[config.mk]
export PLATFORM = sky130hd
export DESIGN_NAME = shift_seq
export DESIGN_NICKNAME = d
export VERILOG_FILES = /design/src/rtl/shift_pkg.sv /design/src/rtl/shift_step.sv /design/src/rtl/shift_seq.sv
export SDC_FILE = /design/constraint.sdc
export NUM_CORES = 1
export LEC_CHECK = 0
export ABC_AREA = 1
export ABC_CLOCK_PERIOD_IN_PS = 5300
export CAP_MARGIN = 25
export CORE_ASPECT_RATIO = 0.7
export CORE_MARGIN = 4
export CORE_UTILIZATION = 32
export CTS_CLUSTER_DIAMETER = 200
export DETAILED_ROUTE_END_ITERATION = 16
export PLACE_DENSITY = 0.59
export SLEW_MARGIN = 20
export SYNTH_ARGS = -nofsm -noshare
export SYNTH_HDL_FRONTEND = slang
export SYNTH_HIERARCHICAL = 1
export SYNTH_SLANG_ARGS = --single-unit
[constraint.sdc]
create_clock -name clk -period 5.3 [get_ports clk]
set_clock_uncertainty 0.1 [all_clocks]
set_input_delay 1.06 -clock clk [delete_from_list [all_inputs] [get_ports clk]]
set_output_delay 1.06 -clock clk [all_outputs]
set_load 0.005 [all_outputs]
[src/rtl/shift_pkg.sv]
// Shared encodings, state type and defaults for the multi-cycle shift sequencer.
package shift_pkg;

  localparam int unsigned SHIFT_WIDTH = 16;
  localparam int unsigned SHIFT_AMT_W = 4;

  localparam logic [2:0] SH_ROL = 3'b000;
  localparam logic [2:0] SH_ROR = 3'b001;
  localparam logic [2:0] SH_SLL = 3'b010;
  localparam logic [2:0] SH_SRA = 3'b011;
  localparam logic [2:0] SH_SRL = 3'b100;

  typedef enum logic [1:0] {
    StIdle,
    StShift,
    StDone
  } shseq_state_t;

  function automatic logic op_legal(input logic [2:0] op);
    return op <= SH_SRL;
  endfunction

endpackage

[src/rtl/shift_step.sv]
// Single narrow shift stage: one 1-bit or 2-bit step of the selected operation.
module shift_step
  import shift_pkg::*;
#(
  parameter int unsigned WIDTH = SHIFT_WIDTH
) (
  input  logic [WIDTH-1:0] a,
  input  logic [2:0]       op,
  input  logic             dist2,
  output logic [WIDTH-1:0] y
);

  always_comb begin
    y = a;
    case (op)
      SH_ROL: y = dist2 ? {a[WIDTH-3:0], a[WIDTH-1:WIDTH-2]} : {a[WIDTH-2:0], a[WIDTH-1]};
      SH_ROR: y = dist2 ? {a[1:0], a[WIDTH-1:2]} : {a[0], a[WIDTH-1:1]};
      SH_SLL: y = dist2 ? {a[WIDTH-3:0], 2'b00} : {a[WIDTH-2:0], 1'b0};
      SH_SRA: y = dist2 ? {{2{a[WIDTH-1]}}, a[WIDTH-1:2]} : {a[WIDTH-1], a[WIDTH-1:1]};
      SH_SRL: y = dist2 ? {2'b00, a[WIDTH-1:2]} : {1'b0, a[WIDTH-1:1]};
      default: y = a;
    endcase
  end

endmodule

[src/rtl/shift_seq.sv]
// Multi-cycle shift/rotate sequencer: builds an N-bit shift from 2-bit steps
// plus at most one 1-bit step, reusing a single shift_step stage.
module shift_seq
  import shift_pkg::*;
#(
  parameter int unsigned WIDTH = SHIFT_WIDTH,
  parameter int unsigned AMT_W = SHIFT_AMT_W
) (
  input  logic             clk,
  input  logic             rst_n,
  input  logic             start,
  input  logic [WIDTH-1:0] in,
  input  logic [2:0]       op,
  input  logic [AMT_W-1:0] amt,
  output logic             ready,
  output logic             busy,
  output logic             done,
  output logic             err,
  output logic [WIDTH-1:0] out
);

  shseq_state_t     state_q, state_d;
  logic [WIDTH-1:0] acc_q, acc_d;
  logic [WIDTH-1:0] out_q, out_d;
  logic [WIDTH-1:0] step_y;
  logic [AMT_W-1:0] rem_q, rem_d, rem_step;
  logic [2:0]       op_q, op_d;
  logic             err_q, err_d;
  logic             dist2;
  logic             imm_done;

  assign dist2    = rem_q > AMT_W'(1);
  assign rem_step = dist2 ? rem_q - AMT_W'(2) : '0;
  // Illegal ops and zero distance skip SHIFT entirely.
  assign imm_done = !op_legal(op) || (amt == '0);

  shift_step #(
    .WIDTH(WIDTH)
  ) u_step (
    .a    (acc_q),
    .op   (op_q),
    .dist2(dist2),
    .y    (step_y)
  );

  always_ff @(posedge clk or negedge rst_n) begin
    if (!rst_n) begin
      state_q <= StIdle;
    end else begin
      state_q <= state_d;
    end
  end

  always_comb begin
    state_d = state_q;
    unique case (state_q)
      StIdle:  if (start) state_d = imm_done ? StDone : StShift;
      StShift: if (rem_step == '0) state_d = StDone;
      StDone:  state_d = StIdle;
      default: state_d = StIdle;
    endcase
  end

  // out/err are loaded on the edge entering DONE so they are valid with done.
  always_comb begin
    acc_d = acc_q;
    rem_d = rem_q;
    op_d  = op_q;
    out_d = out_q;
    err_d = 1'b0;
    unique case (state_q)
      StIdle: begin
        if (start) begin
          acc_d = in;
          rem_d = amt;
          op_d  = op;
          if (!op_legal(op)) begin
            err_d = 1'b1;
          end else if (amt == '0) begin
            out_d = in;
          end
        end
      end
      StShift: begin
        acc_d = step_y;
        rem_d = rem_step;
        if (rem_step == '0) out_d = step_y;
      end
      default: ;
    endcase
  end

  always_ff @(posedge clk or negedge rst_n) begin
    if (!rst_n) begin
      acc_q <= '0;
      rem_q <= '0;
      op_q  <= '0;
      out_q <= '0;
      err_q <= 1'b0;
    end else begin
      acc_q <= acc_d;
      rem_q <= rem_d;
      op_q  <= op_d;
      out_q <= out_d;
      err_q <= err_d;
    end
  end

  always_comb begin
    ready = (state_q == StIdle);
    busy  = (state_q != StIdle);
    done  = (state_q == StDone);
    err   = err_q;
    out   = out_q;
  end

endmodule

# Word level (Yosys, flattened, before mapping)
# Cells that the tools add are included.
[word_totals]
ff_bits = 42
in_bits = 26
output_inout_bits = 20
wordCells = 54
[op_classes]
addsub = 1
magnitude_cmp = 2
eq_ne = 10
muxes = 23
n_reduce_logical = 12
[op_table]
columns = ["operator", "n"]
rows = [
  ["16-bit two-way mux", 8],
  ["16-bit one-hot mux with 5 select lines", 1],
  ["16-bit one-hot mux with 2 select lines", 2],
  ["15-bit two-way mux", 1],
  ["14-bit two-way mux", 1],
  ["4-bit zero test", 2],
  ["4-bit two-way mux", 2],
  ["4-bit one-hot mux with 2 select lines", 1],
  ["3-bit by 2-bit equality test with 1-bit output, second input constant", 2],
  ["2-bit two-way mux", 3],
  ["2-bit AND reduction", 3],
  ["5-bit AND reduction", 1],
  ["4-bit by 1-bit > comparator with 1-bit output, second input constant", 1],
  ["2-bit by 1-bit inequality test with 1-bit output, second input constant", 2],
  ["2-bit inequality test, second input constant", 2],
  ["2-bit one-hot mux with 2 select lines", 1],
  ["2-bit nonzero test", 2],
  ["4-bit by 2-bit subtractor with 4-bit output, second input constant", 1],
  ["3-bit by 1-bit equality test with 1-bit output, second input constant", 1],
  ["3-bit equality test, second input constant", 1],
  ["3-bit less-or-equal comparator, second input constant", 1],
  ["3-bit zero test", 1],
  ["1-bit two-way mux", 3],
  ["2-bit by 1-bit equality test with 1-bit output, second input constant", 1],
  ["other kinds (4)", 4],
]

# Depth between registers and ports, before layout
# Gate-level depths: netlist of run 1.
[depth]
depth_word = 6
mapped_depth = 14
mapped_depth_nobuf = 13

# Cells and area by module
# Netlist of run 1, hierarchy kept.
[by_module_without_submodules]
columns = ["mod", "n_inst", "cells_per_inst", "area_each_um2", "seq_area_each_um2"]
rows = [
  ["shift_seq", 1, 242, 1961.9, 1051.0],
  ["shift_step", 1, 169, 729.4, 0.0],
]

# Worst setup path before layout of run 1
# No wires, ideal clock.
[synth_path]
kind = "input port to flip-flop"
startpoint = "input op[1]"
endpoint = "register out_q[10], in the netlist out[10]"
setup_time_ns = 0.116
arrival_time_ns = 1.834
required_time_ns = 5.084
path_slack_ns = 3.249
path_stages = 7
n_path_buf = 1
path_cell_list = "o21ai_1 o21ai_2 nor2_4 nand2_4 buf_6 nand2_1 nand2_1"
[synth_via]
elab_chain_cells = 3
[synth_lines]
columns = ["item", "line", "source"]
rows = [
  ["start: declaration", "shift_seq.sv:13", "input logic [2:0] op,"],
  ["3-bit less-or-equal comparator", "shift_pkg.sv:20", "return op <= SH_SRL;"],
  ["2-bit by 1-bit inequality test with 1-bit output (no line)", "-", ""],
  ["5-bit AND reduction (no line)", "-", ""],
  ["end signal: assignment", "shift_seq.sv:104", "out_q <= out_d;"],
  ["end: declaration", "shift_seq.sv:24", "logic [WIDTH-1:0] out_q, out_d;"],
]
# Every way passes these cells.
# A chain may end at the register's enable or synchronous reset.

# Final worst setup path of run 1
[layout_path]
startpoint = "input start"
endpoint = "register out_q[8], in the netlist out[8]"
[layout_via]
elab_chain_cells = 2
[layout_lines]
columns = ["item", "line", "source"]
rows = [
  ["start: declaration", "shift_seq.sv:11", "input logic start,"],
  ["2-bit inequality test (no line)", "-", ""],
  ["5-bit AND reduction (no line)", "-", ""],
]
# Every way passes these cells.

==> summary.txt, run 1 <==
Timing
  • Final Max Tran Viols: 0
  • Setup TNS: 0 ns
  • Worst Max-Slew Pin Slew: around 0.87 ns
  • Final Critical Period: roughly 3 ns
  • Worst setup margin: between 2 and 2.5 ns
  • Max Freq: ~340 MHz
  • Slew HR: roughly two fifths
  • # setup viols final: 0
  • RSZ-0062 raised after global routing: false
  • Crit share post-route: 55.9%
  • Final hold violation count: 0

Detailed routing
  • Via count: around 2,700
  • Mean routed wirelength per cell: 12.9 µm
  • Vias per std cell: slightly below 5
  • Routed Antenna Nets: 0
  • DRC Markers: 0
  • Final wirelength: between 7 and 8 mm
  • Iter 0 DRT Violations: 185
  • DR pass1 iterations: 5

Synthesis
  • YS warnings: 6
  • Syn_area_per_cell: around 6.5 µm²
  • Sequential fraction of the synthesis area: roughly two fifths
  • Cells after Synth: about 400
  • Net count after synthesis: 438
  • Synth cell types: 27
  • #FFs+latches synth: 42
  • Synthesized cell area: between 2000 and 3000 µm²

Layout
  • Commonest cells after routing, fill and taps aside: nand2_1, nand3_1, nor2_1
  • Commonest non-fill, non-tap cell in the layout: nand2_1
  • Syn-to-layout area delta: 23.2%
  • Finished Layout Cells: 547
  • Share of cells above drive strength 1: slightly below 5%
  • Antenna Cells: 0
  • Final Instance Area: ~3300 µm²
  • Layout net count: 472

Clocking
  • CTS buffer count: 5
  • CTS Hold Bufs: 0
  • Reg clk slew, reported paths: roughly 0.06 ns
  • Postcts setup bufs: 0
  • Post_cts resized: 0
  • Root buffer cell: clkbuf_16
  • CTS tree: built
  • Clock Sinks: 42
  • CTS max path bufs: 2
  • Clk Latency, worst-skew pair: 0.28 ns
  • Clock H-tree levels: 2

Die
  • Io pins: 46
  • DIE HEIGHT: approximately 85 µm
  • Core Rows: 27
  • Area of the core: around 8000 µm²
  • Chip Width: ~120 µm
  • Die area: 9970 µm²
  • Initial Util: 33.6%

Placement
  • Buffers added on ports: 45
  • Pre-CTS setup slack: between 2 and 2.5 ns
  • Hpwl dp: ~5.2 mm
  • Placed instance count: about 540
  • Placed inst area: 3150 µm²
  • GPL Wtd Cong: ~0.82

Setup path
  • Max FO, Critical Path: 41
  • CP Class: input port to flip-flop
  • CP endpoint kind: flip-flop
  • Critical path required time: 5.37 ns
  • Crit path launch type: input port
  • Crit path arrival time: approximately 3 ns
  • R2R Setup Slk: around 2.4 ns

Pwr
  • Maximum vdd drop: between 0.0003 and 0.0004 V
  • PwrDens: a little under 700 nW/µm²
  • Leak Pwr: 1.70 nW

Outcome
  • Outcome: finished, final reports clean

Global route
  • First-pass GRT wire length: between 10 and 15 mm
  • Most used routing layer: met1
  • GRT overflow: 0
  • GR Layer Usage met2: roughly a fifth
  • Met1 global-route usage: 22.5%
  • Initial antenna violation count: 0
  • Number of global-route vias before repair: about 2,500
  • Met3 Use GR: 3.43%
  • Gr usage total: ~15%
  • Largest net degree at the start of global routing: between 40 and 50

Flow run
  • Max-Cap Viols: 0

Hold path
  • Hold/Removal Path Class: flip-flop to flip-flop
## worst paths after layout
path | to | startpoint | cells after the start
max in group asynchronous | op_q[2] | rst_n | 1
worst min-delay path | out[10] | out[10] | 2
worst min register to register | out[10] | out[10] | 2
worst max-delay path | out[8] | start | 8
min in group asynchronous | acc_q[14] | rst_n | 1
worst max register to register | out[8] | state_q[1] | 8
## area by class of cell
cell class	instances	area (µm²)
fill	843	4690
multi-input combinational	310	1370
sequential	42	1050
timing repair buffer	45	448
inverter	41	154
clock buffer	6	129
tap	101	126
clock inverter	2	37.5
## state kept, by name, summed over array words and instances (netlist names)
signal   flops
state_q      2
op_q         3
err          1
out         16
rem_q        4
acc_q       16
## power by group
| group | total, mW | leakage, nW | internal, mW | switching, mW |
|---|---|---|---|---|
| registers | 0.602 | 0.506 | 0.480 | 0.122 |
| logic | 1.32 | 1.12 | 0.495 | 0.823 |
| clock network | 0.349 | 0.0771 | 0.222 | 0.127 |
## cell families after synthesis
kind of cell | synth area share, %
flip-flops | 39.1
adder cells (fa/ha/maj) | 0.465
buffers and inverters | 10.0
AND/OR/NAND/NOR | 42.8
AO/OA/AOI/OAI | 7.62
## per-stage QoR
| step | power (mW) | util (%) | hold slack [ns] |
|---|---|---|---|
| floorplan | 1.58 | - | 0.365 |
| global placement | 1.91 | 39.3 | 0.360 |
| detailed placement | 1.92 | 39.3 | 0.364 |
| CTS | 2.28 | 41.4 | 0.380 |
| global route | 2.53 | 41.4 | 0.406 |
| finish | 2.27 | 41.4 | 0.372 |
## Yosys cell counts, drive strengths merged
master / count / share of area (%)
a211oi: 1 / 0.28
a21oi: 3 / 0.56
a31oi: 16 / 3.7
and3: 1 / 0.23
buf: 15 / 3.9
clkbuf: 3 / 0.42
dfrtp: 42 / 39
ha: 1 / 0.46
inv: 41 / 5.7
nand2: 162 / 23
nand3: 55 / 10
nand3b: 2 / 0.56
nand4: 3 / 0.70
nor2: 48 / 7.2
nor3: 2 / 0.37
o21ai: 12 / 2.4
o22ai: 3 / 0.70
or2: 1 / 0.23
## critical path, cell delays in order
cell and delay (ns):
clkdlybuf4s50_1 0.48, nand2_1 0.08, nand2_2 0.56, inv_2 0.11, nor2_4 0.39, nand2_4 0.20, nand2_1 0.09, nand2_1 0.05
## layer usage
metal	up-vias	part of all wire (%)
li1	1379	-
met1	1174	53
met2	96	40
met5	-	0
met3	2	7.0
met4	0	0.23
Note: power is estimated with default switching activity, not from simulation.
==> inputs of run 2 (changes only) <==
--- a/config.mk
+++ b/config.mk
@@ -6,7 +6,7 @@
 export NUM_CORES = 1
 export LEC_CHECK = 0
 export ABC_AREA = 1
-export ABC_CLOCK_PERIOD_IN_PS = 5300
+export ABC_CLOCK_PERIOD_IN_PS = 3110
 export CAP_MARGIN = 25
 export CORE_ASPECT_RATIO = 0.7
 export CORE_MARGIN = 4
==> constraint.sdc (replaced) <==
create_clock -name clk -period 3.11 [get_ports clk]
set_clock_uncertainty 0.1 [all_clocks]
set_input_delay 0.622 -clock clk [delete_from_list [all_inputs] [get_ports clk]]
set_output_delay 0.622 -clock clk [all_outputs]
set_load 0.005 [all_outputs]
==> run 2 against run 1 <==
  * Non-clock buffer count increased by 4
  * Largest power group unchanged
  * Sequential share of layout area down 0.40 points
  * Hold slack got worse by 0.26 ns
  * Critical path type is now flip-flop to output pin
  * Combinational power up 72%
==> summary.txt, run 2 (synthesis gave the netlist of run 1 again) <==
Layout
  • Layout net count: 476 (+0.85%)
  • Commonest non-fill, non-tap cell in the layout: nand2_1
  • Reg area: 1050 µm² (unchanged)
  • # fillers: 864 (+2.5%)
  • Syn-to-layout area delta: 24.8%
  • Antenna Cells: 0 (unchanged)
  • Finished Layout Cells: 550 (+0.55%)
  • Commonest cells after routing, fill and taps aside: nand2_1, nand3_1, nor2_1
  • Share of cells above drive strength 1: 5.79% (+0.86 points)
  • Final Instance Area: 3360 µm² (+1.3%)
  • Final Util: 41.9% (+0.53 points)
  • Multi-input gate area: 1370 µm² (unchanged)

Global route
  • Gr usage total: 14.6% (about the same)
  • Largest net degree at the start of global routing: 43 (unchanged)
  • Initial antenna violation count: 0 (unchanged)
  • First-pass GRT wire length: 12.1 mm (-0.16%)
  • GRT overflow: 0 (unchanged)
  • Number of global-route vias before repair: 2,534 (+2.1%)

Clocking
  • Clock Sinks: 42 (unchanged)
  • CTS max path bufs: 2 (unchanged)
  • Clock H-tree levels: 2 (unchanged)
  • Root buffer cell: clkbuf_16
  • Post_cts resized: 0 (unchanged)
  • Reg clk slew, reported paths: 0.06 ns (about the same)
  • Postcts setup bufs: 0 (unchanged)
  • CTS buffer count: 5 (unchanged)
  • CTS tree: built
  • Clk Latency, worst-skew pair: 0.28 ns (about the same)
  • CTS Hold Bufs: 0 (unchanged)

Setup path
  • CP Class: flip-flop to output pin
  • R2R Setup Slk: 0.99 ns (-1.43 ns)
  • CP Cell Sequence: nor2_2 > inv_2 > clkdlybuf4s50_1
  • CP top delay family: buffers and inverters
  • FF-to-FF path depth: 8 (unchanged)
  • Crit path launch type: flip-flop
  • Slowest-stage cell, CP: clkdlybuf4s50_1
  • CP endpoint kind: output pin
  • Biggest cell delay along the critical path: 0.45 ns (-0.11 ns)
  • Critical path required time: 2.39 ns (-2.98 ns)
  • Reg2Reg Capture Point: out[12]
  • Buffers and inverters on the worst path: 2 (unchanged)
  • Crit path arrival time: 1.41 ns (-1.63 ns)
  • Max FO, Critical Path: 5 (-88%)
  • R2R Path Start: state_q[1]

Pwr
  • Sw frac: 46.6% (-0.66 points)
  • NetSw: 1.81 mW (+69%)
  • Maximum vdd drop: 0.000455 V (+46%)
  • Int Pwr: 2.08 mW (+74%)
  • Power share of the clock group: 15.3% (about the same)
  • Leak Pwr: 1.73 nW (+1.6%)
  • Combinational share of power: 58.3% (+0.2 points)
  • Sequential power share: 26.4% (about the same)
  • Tot Pwr: 3.89 mW (+72%)
  • PwrDens: 1160 nW/µm² (+69%)

Detailed routing
  • Vias per std cell: 4.79 (-1.2%)
  • Mean routed wirelength per cell: 13.1 µm (+1.2%)
  • Final wirelength: 7.18 mm (+1.8%)
  • Iter 0 DRT Violations: 148 (-20%)
  • DRC Markers: 0 (unchanged)
  • DR pass1 iterations: 5 (unchanged)
  • Routed Antenna Nets: 0 (unchanged)
  • Via count: 2,633 (-0.68%)

Die
  • Core Rows: 27 (unchanged)
  • Initial Util: 33.6% (unchanged)
  • Die area: 9970 µm² (unchanged)
  • DIE HEIGHT: 84.7 µm (unchanged)
  • Area of the core: 8010 µm² (unchanged)
  • Io pins: 46 (unchanged)
  • Chip Width: 118 µm (unchanged)

Timing
  • # setup viols final: 0 (unchanged)
  • Max Freq: between 400 and 500 MHz
  • Worst setup margin: 0.983 ns (-1.35 ns)
  • Crit share post-route: 68.4%
  • RSZ-0062 raised after global routing: false
  • Final Max Tran Viols: 0 (unchanged)
  • WHS: 0.111 ns (-0.260 ns)
  • Worst Max-Slew Pin Slew: 0.831 ns (-0.0370 ns)
  • Setup TNS: 0 ns (unchanged)
  • Slew HR: 44.4% (+2.5 points)
  • Final Critical Period: 2.13 ns
  • Final hold violation count: 0 (unchanged)

Flow run
  • Max-Cap Viols: 0 (unchanged)

Placement
  • GPL Wtd Cong: 0.823 (+0.85%)
  • Placed instance count: 542 (+0.56%)
  • Hpwl dp: 5.35 mm (+3.7%)
  • Placed inst area: 3170 µm² (+0.72%)
  • Buffers added on ports: 45 (unchanged)
  • Pre-CTS setup slack: 0.759 ns (-1.29 ns)

Outcome
  • Outcome: finished, final reports clean

Hold path
  • Hold/Removal Path Class: input port to asynchronous set/reset pin
==> run 2: worst max-delay path by stage <==
stage                     cells past startpoint       to  slack [ns]  startpoint
after CTS                                     8   out[3]        0.94  state_q[1]
after global routing                          8   out[5]        0.75  state_q[1]
final                                         3     busy        0.98  state_q[0]
after global placement                        7  out[14]        0.78       op[1]
after detailed placement                      7   out[3]        0.76       op[1]
after floorplan                              14  out[11]        1.39    rem_q[3]
==> run 2: cell type report <==
class | instances | share of cell area [%]
clock buffer | 6 | 4.14
clock inverter | 1 | 0.894
inverter | 41 | 4.58
multi-input combinational | 310 | 40.8
sequential | 42 | 31.3
tap | 101 | 3.76
timing repair buffer | 49 | 14.5
==> run 2: per-layer routing <==
| metal | share of wire [%] | track usage (%) |
|---|---|---|
| met5 | 0 | 0 |
| met4 | 0 | 1.70 |
| met3 | 5.9 | 3.50 |
| met2 | 42 | 21.7 |
| met1 | 52 | 22.0 |
==> run 2: worst reg2reg max path, delay by kind of cell, from the launching register on <==
| family | cells | cell delay [ns] |
|---|---|---|
| buffers and inverters | 3 | 0.87 |
| DFF | 1 | 0.39 |
| and+or+nand+nor | 5 | 0.68 |
==> run 2: power by group through the flow <==
stage	Clock, mW	Combinational [mW]	Sequential (mW)
2_1_floorplan	0	1.71	0.984
3_3_place_gp	0	2.25	1.03
3_5_place_dp	0	2.28	1.03
4_1_cts	0.614	2.29	1.03
5_1_grt	0.640	2.60	1.07
6_report	0.595	2.27	1.03
==> inputs of run 3 (changes only) <==
--- a/config.mk
+++ b/config.mk
@@ -6,14 +6,14 @@
 export NUM_CORES = 1
 export LEC_CHECK = 0
 export ABC_AREA = 1
-export ABC_CLOCK_PERIOD_IN_PS = 3110
+export ABC_CLOCK_PERIOD_IN_PS = 1950
 export CAP_MARGIN = 25
 export CORE_ASPECT_RATIO = 0.7
 export CORE_MARGIN = 4
 export CORE_UTILIZATION = 32
 export CTS_CLUSTER_DIAMETER = 200
 export DETAILED_ROUTE_END_ITERATION = 16
-export PLACE_DENSITY = 0.59
+export PLACE_DENSITY = 0.61
 export SLEW_MARGIN = 20
 export SYNTH_ARGS = -nofsm -noshare
 export SYNTH_HDL_FRONTEND = slang
==> constraint.sdc (replaced) <==
create_clock -name clk -period 1.95 [get_ports clk]
set_clock_uncertainty 0.1 [all_clocks]
set_input_delay 0.39 -clock clk [delete_from_list [all_inputs] [get_ports clk]]
set_output_delay 0.39 -clock clk [all_outputs]
set_load 0.005 [all_outputs]
==> run 3 against run 2 <==
  * Critical path depth is the same
  * Sequential share of layout area shrank 1.2 points
  * Total power grew 68%
  * Clock power grew 59%
  * Design area grew 4.0%
  * Register-to-register slack lost 0.81 ns
  * First-iteration DRC count grew 19%
  * Worst setup slack lost 0.91 ns
  * Final cell count grew 2.5%
  * Largest power group unchanged
  * Highest routed layer is now met4
==> summary.txt, run 3 (synthesis gave the netlist of run 1 again) <==
Detailed routing
  • Iter 0 DRT Violations: 176 (+19%)
  • DRC Markers: 0 (unchanged)
  • Via count: 2,770 (+5.2%)
  • Final wirelength: 7.36 mm (+2.5%)
  • Vias per std cell: 4.91 (+2.6%)
  • DR pass1 iterations: 5 (unchanged)
  • Routed Antenna Nets: 0 (unchanged)
  • Mean routed wirelength per cell: 13.0 µm (about the same)

Layout
  • Reg area: 1050 µm² (+0.12%)
  • # fillers: 857 (-0.81%)
  • Multi-input gate area: 1380 µm² (+0.91%)
  • Share of cells above drive strength 1: 8.64% (+2.8 points)
  • Final Util: 43.6% (+1.7 points)
  • Finished Layout Cells: 564 (+2.5%)
  • Syn-to-layout area delta: 29.8%
  • Commonest non-fill, non-tap cell in the layout: nand2_1
  • Layout net count: 489 (+2.7%)
  • Antenna Cells: 0 (unchanged)
  • Commonest cells after routing, fill and taps aside: nand2_1, nand3_1, nor2_1, clkdlybuf4s50_1, dfrtp_1

Pwr
  • Tot Pwr: 6.55 mW (+68%)
  • Leak Pwr: 1.81 nW (+4.3%)
  • PwrDens: 1880 nW/µm² (+62%)
  • Maximum vdd drop: 0.000592 V (+30%)

Clocking
  • Clk Latency, worst-skew pair: 0.28 ns (about the same)
  • Clock H-tree levels: 2 (unchanged)
  • Clock Sinks: 42 (unchanged)
  • Reg clk slew, reported paths: 0.06 ns (about the same)
  • CTS buffer count: 5 (unchanged)
  • CTS Hold Bufs: 0 (unchanged)
  • CTS max path bufs: 2 (unchanged)
  • CTS tree: built
  • Root buffer cell: clkbuf_16

Global route
  • Number of global-route vias before repair: 2,706 (+6.8%)
  • Gr usage total: 15.2% (+0.62 points)
  • Largest net degree at the start of global routing: 43 (unchanged)
  • Initial antenna violation count: 0 (unchanged)
  • First-pass GRT wire length: 12.7 mm (+4.7%)
  • GRT overflow: 0 (unchanged)

Timing
  • Final Max Tran Viols: 0 (unchanged)
  • # setup viols final: 0 (unchanged)
  • Worst Max-Slew Pin Slew: 0.555 ns (-0.275 ns)
  • Crit share post-route: about 96%
  • Final hold violation count: 0 (unchanged)
  • Max Freq: 534 MHz
  • RSZ-0062 raised after global routing: false
  • Final Critical Period: between 1.5 and 2 ns
  • Setup TNS: 0 ns (unchanged)
  • Slew HR: 63.0% (+19 points)

Die
  • Die area: 9970 µm² (unchanged)
  • Io pins: 46 (unchanged)
  • Chip Width: 118 µm (unchanged)
  • DIE HEIGHT: 84.7 µm (unchanged)
  • Area of the core: 8010 µm² (unchanged)
  • Initial Util: 33.6% (unchanged)
  • Core Rows: 27 (unchanged)

Outcome
  • Outcome: finished, final reports clean

Setup path
  • Crit path arrival time: 1.38 ns (-0.03 ns)
  • Max FO, Critical Path: 5 (unchanged)
  • CP Class: flip-flop to output pin
  • Crit path launch type: flip-flop
  • CP endpoint kind: output pin
  • Critical path required time: 1.46 ns (-0.93 ns)

Placement
  • GPL Wtd Cong: 0.820 (-0.28%)
  • Buffers added on ports: 45 (unchanged)
  • Hpwl dp: 5.30 mm (-0.97%)
  • Placed instance count: 553 (+2.0%)

Hold path
  • Hold/Removal Path Class: input port to asynchronous set/reset pin

Flow run
  • Max-Cap Viols: 0 (unchanged)
==> run 3: through the flow <==
| step | setup WS (ns) | hold slack (ns) | area (µm²) |
|---|---|---|---|
| after floorplan | 0.226 | -0.00559 | 2690 |
| after global placement | 0.119 | 0.356 | 3260 |
| after detailed placement | 0.0913 | 0.358 | 3260 |
| after CTS | 0.0199 | 0.106 | 3430 |
| after global routing | 0.00739 | 0.130 | 3490 |
| final | 0.0759 | 0.0810 | 3490 |
==> run 3: path summary, 6_finish.rpt <==
path | slack [ns] | startpoint | cells past startpoint | end
max in group asynchronous | 1.27 | rst_n | 2 | state_q[0]
max reg2reg | 0.18 | rem_q[1] | 10 | out[0]
min reg2reg | 0.37 | out[5] | 2 | out[5]
min in group clk | 0.37 | out[5] | 2 | out[5]
max | 0.08 | state_q[0] | 3 | busy
min | 0.08 | rst_n | 2 | acc_q[13]
==> run 3: routing by layer <==
| metal | up-vias | wire length, µm | track usage (%) | part of all wire (%) |
|---|---|---|---|---|
| li1 | 1418 | - | - | - |
| met1 | 1248 | 3780 | 22.0 | 51 |
| met2 | 95 | 2990 | 22.5 | 41 |
| met3 | 9 | 502 | 3.84 | 6.8 |
| met4 | 0 | 91 | 3.83 | 1.2 |
| met5 | - | 0 | 0 | 0 |
==> run 3: area by class of cell <==
class,instances,area share (%)
sequential,42,30.1
multi-input combinational,310,39.6
inverter,41,4.55
tap,101,3.62
clock inverter,1,0.860
clock buffer,7,3.80
timing repair buffer,62,17.5
==> run 3: report_power, final <==
| group | switching (mW) | internal (mW) | leakage [nW] | total, mW |
|---|---|---|---|---|
| registers | 0.322 | 1.31 | 0.505 | 1.63 |
| logic | 2.36 | 1.62 | 1.22 | 3.98 |
| clock network | 0.338 | 0.606 | 0.0781 | 0.944 |
| total | 3.02 | 3.53 | 1.81 | 6.55 |
==> run 3: timing repair <==
action,CTS,global route
gates resized for setup,0,9
endpoints found under the setup margin,0,14
buffers inserted,0,2
==> run 3: critical path, stage by stage, from the launching register on <==
cell	delay [ns]
dfrtp_2	0.44
nor2_4	0.14
inv_2	0.07
clkdlybuf4s50_1	0.45
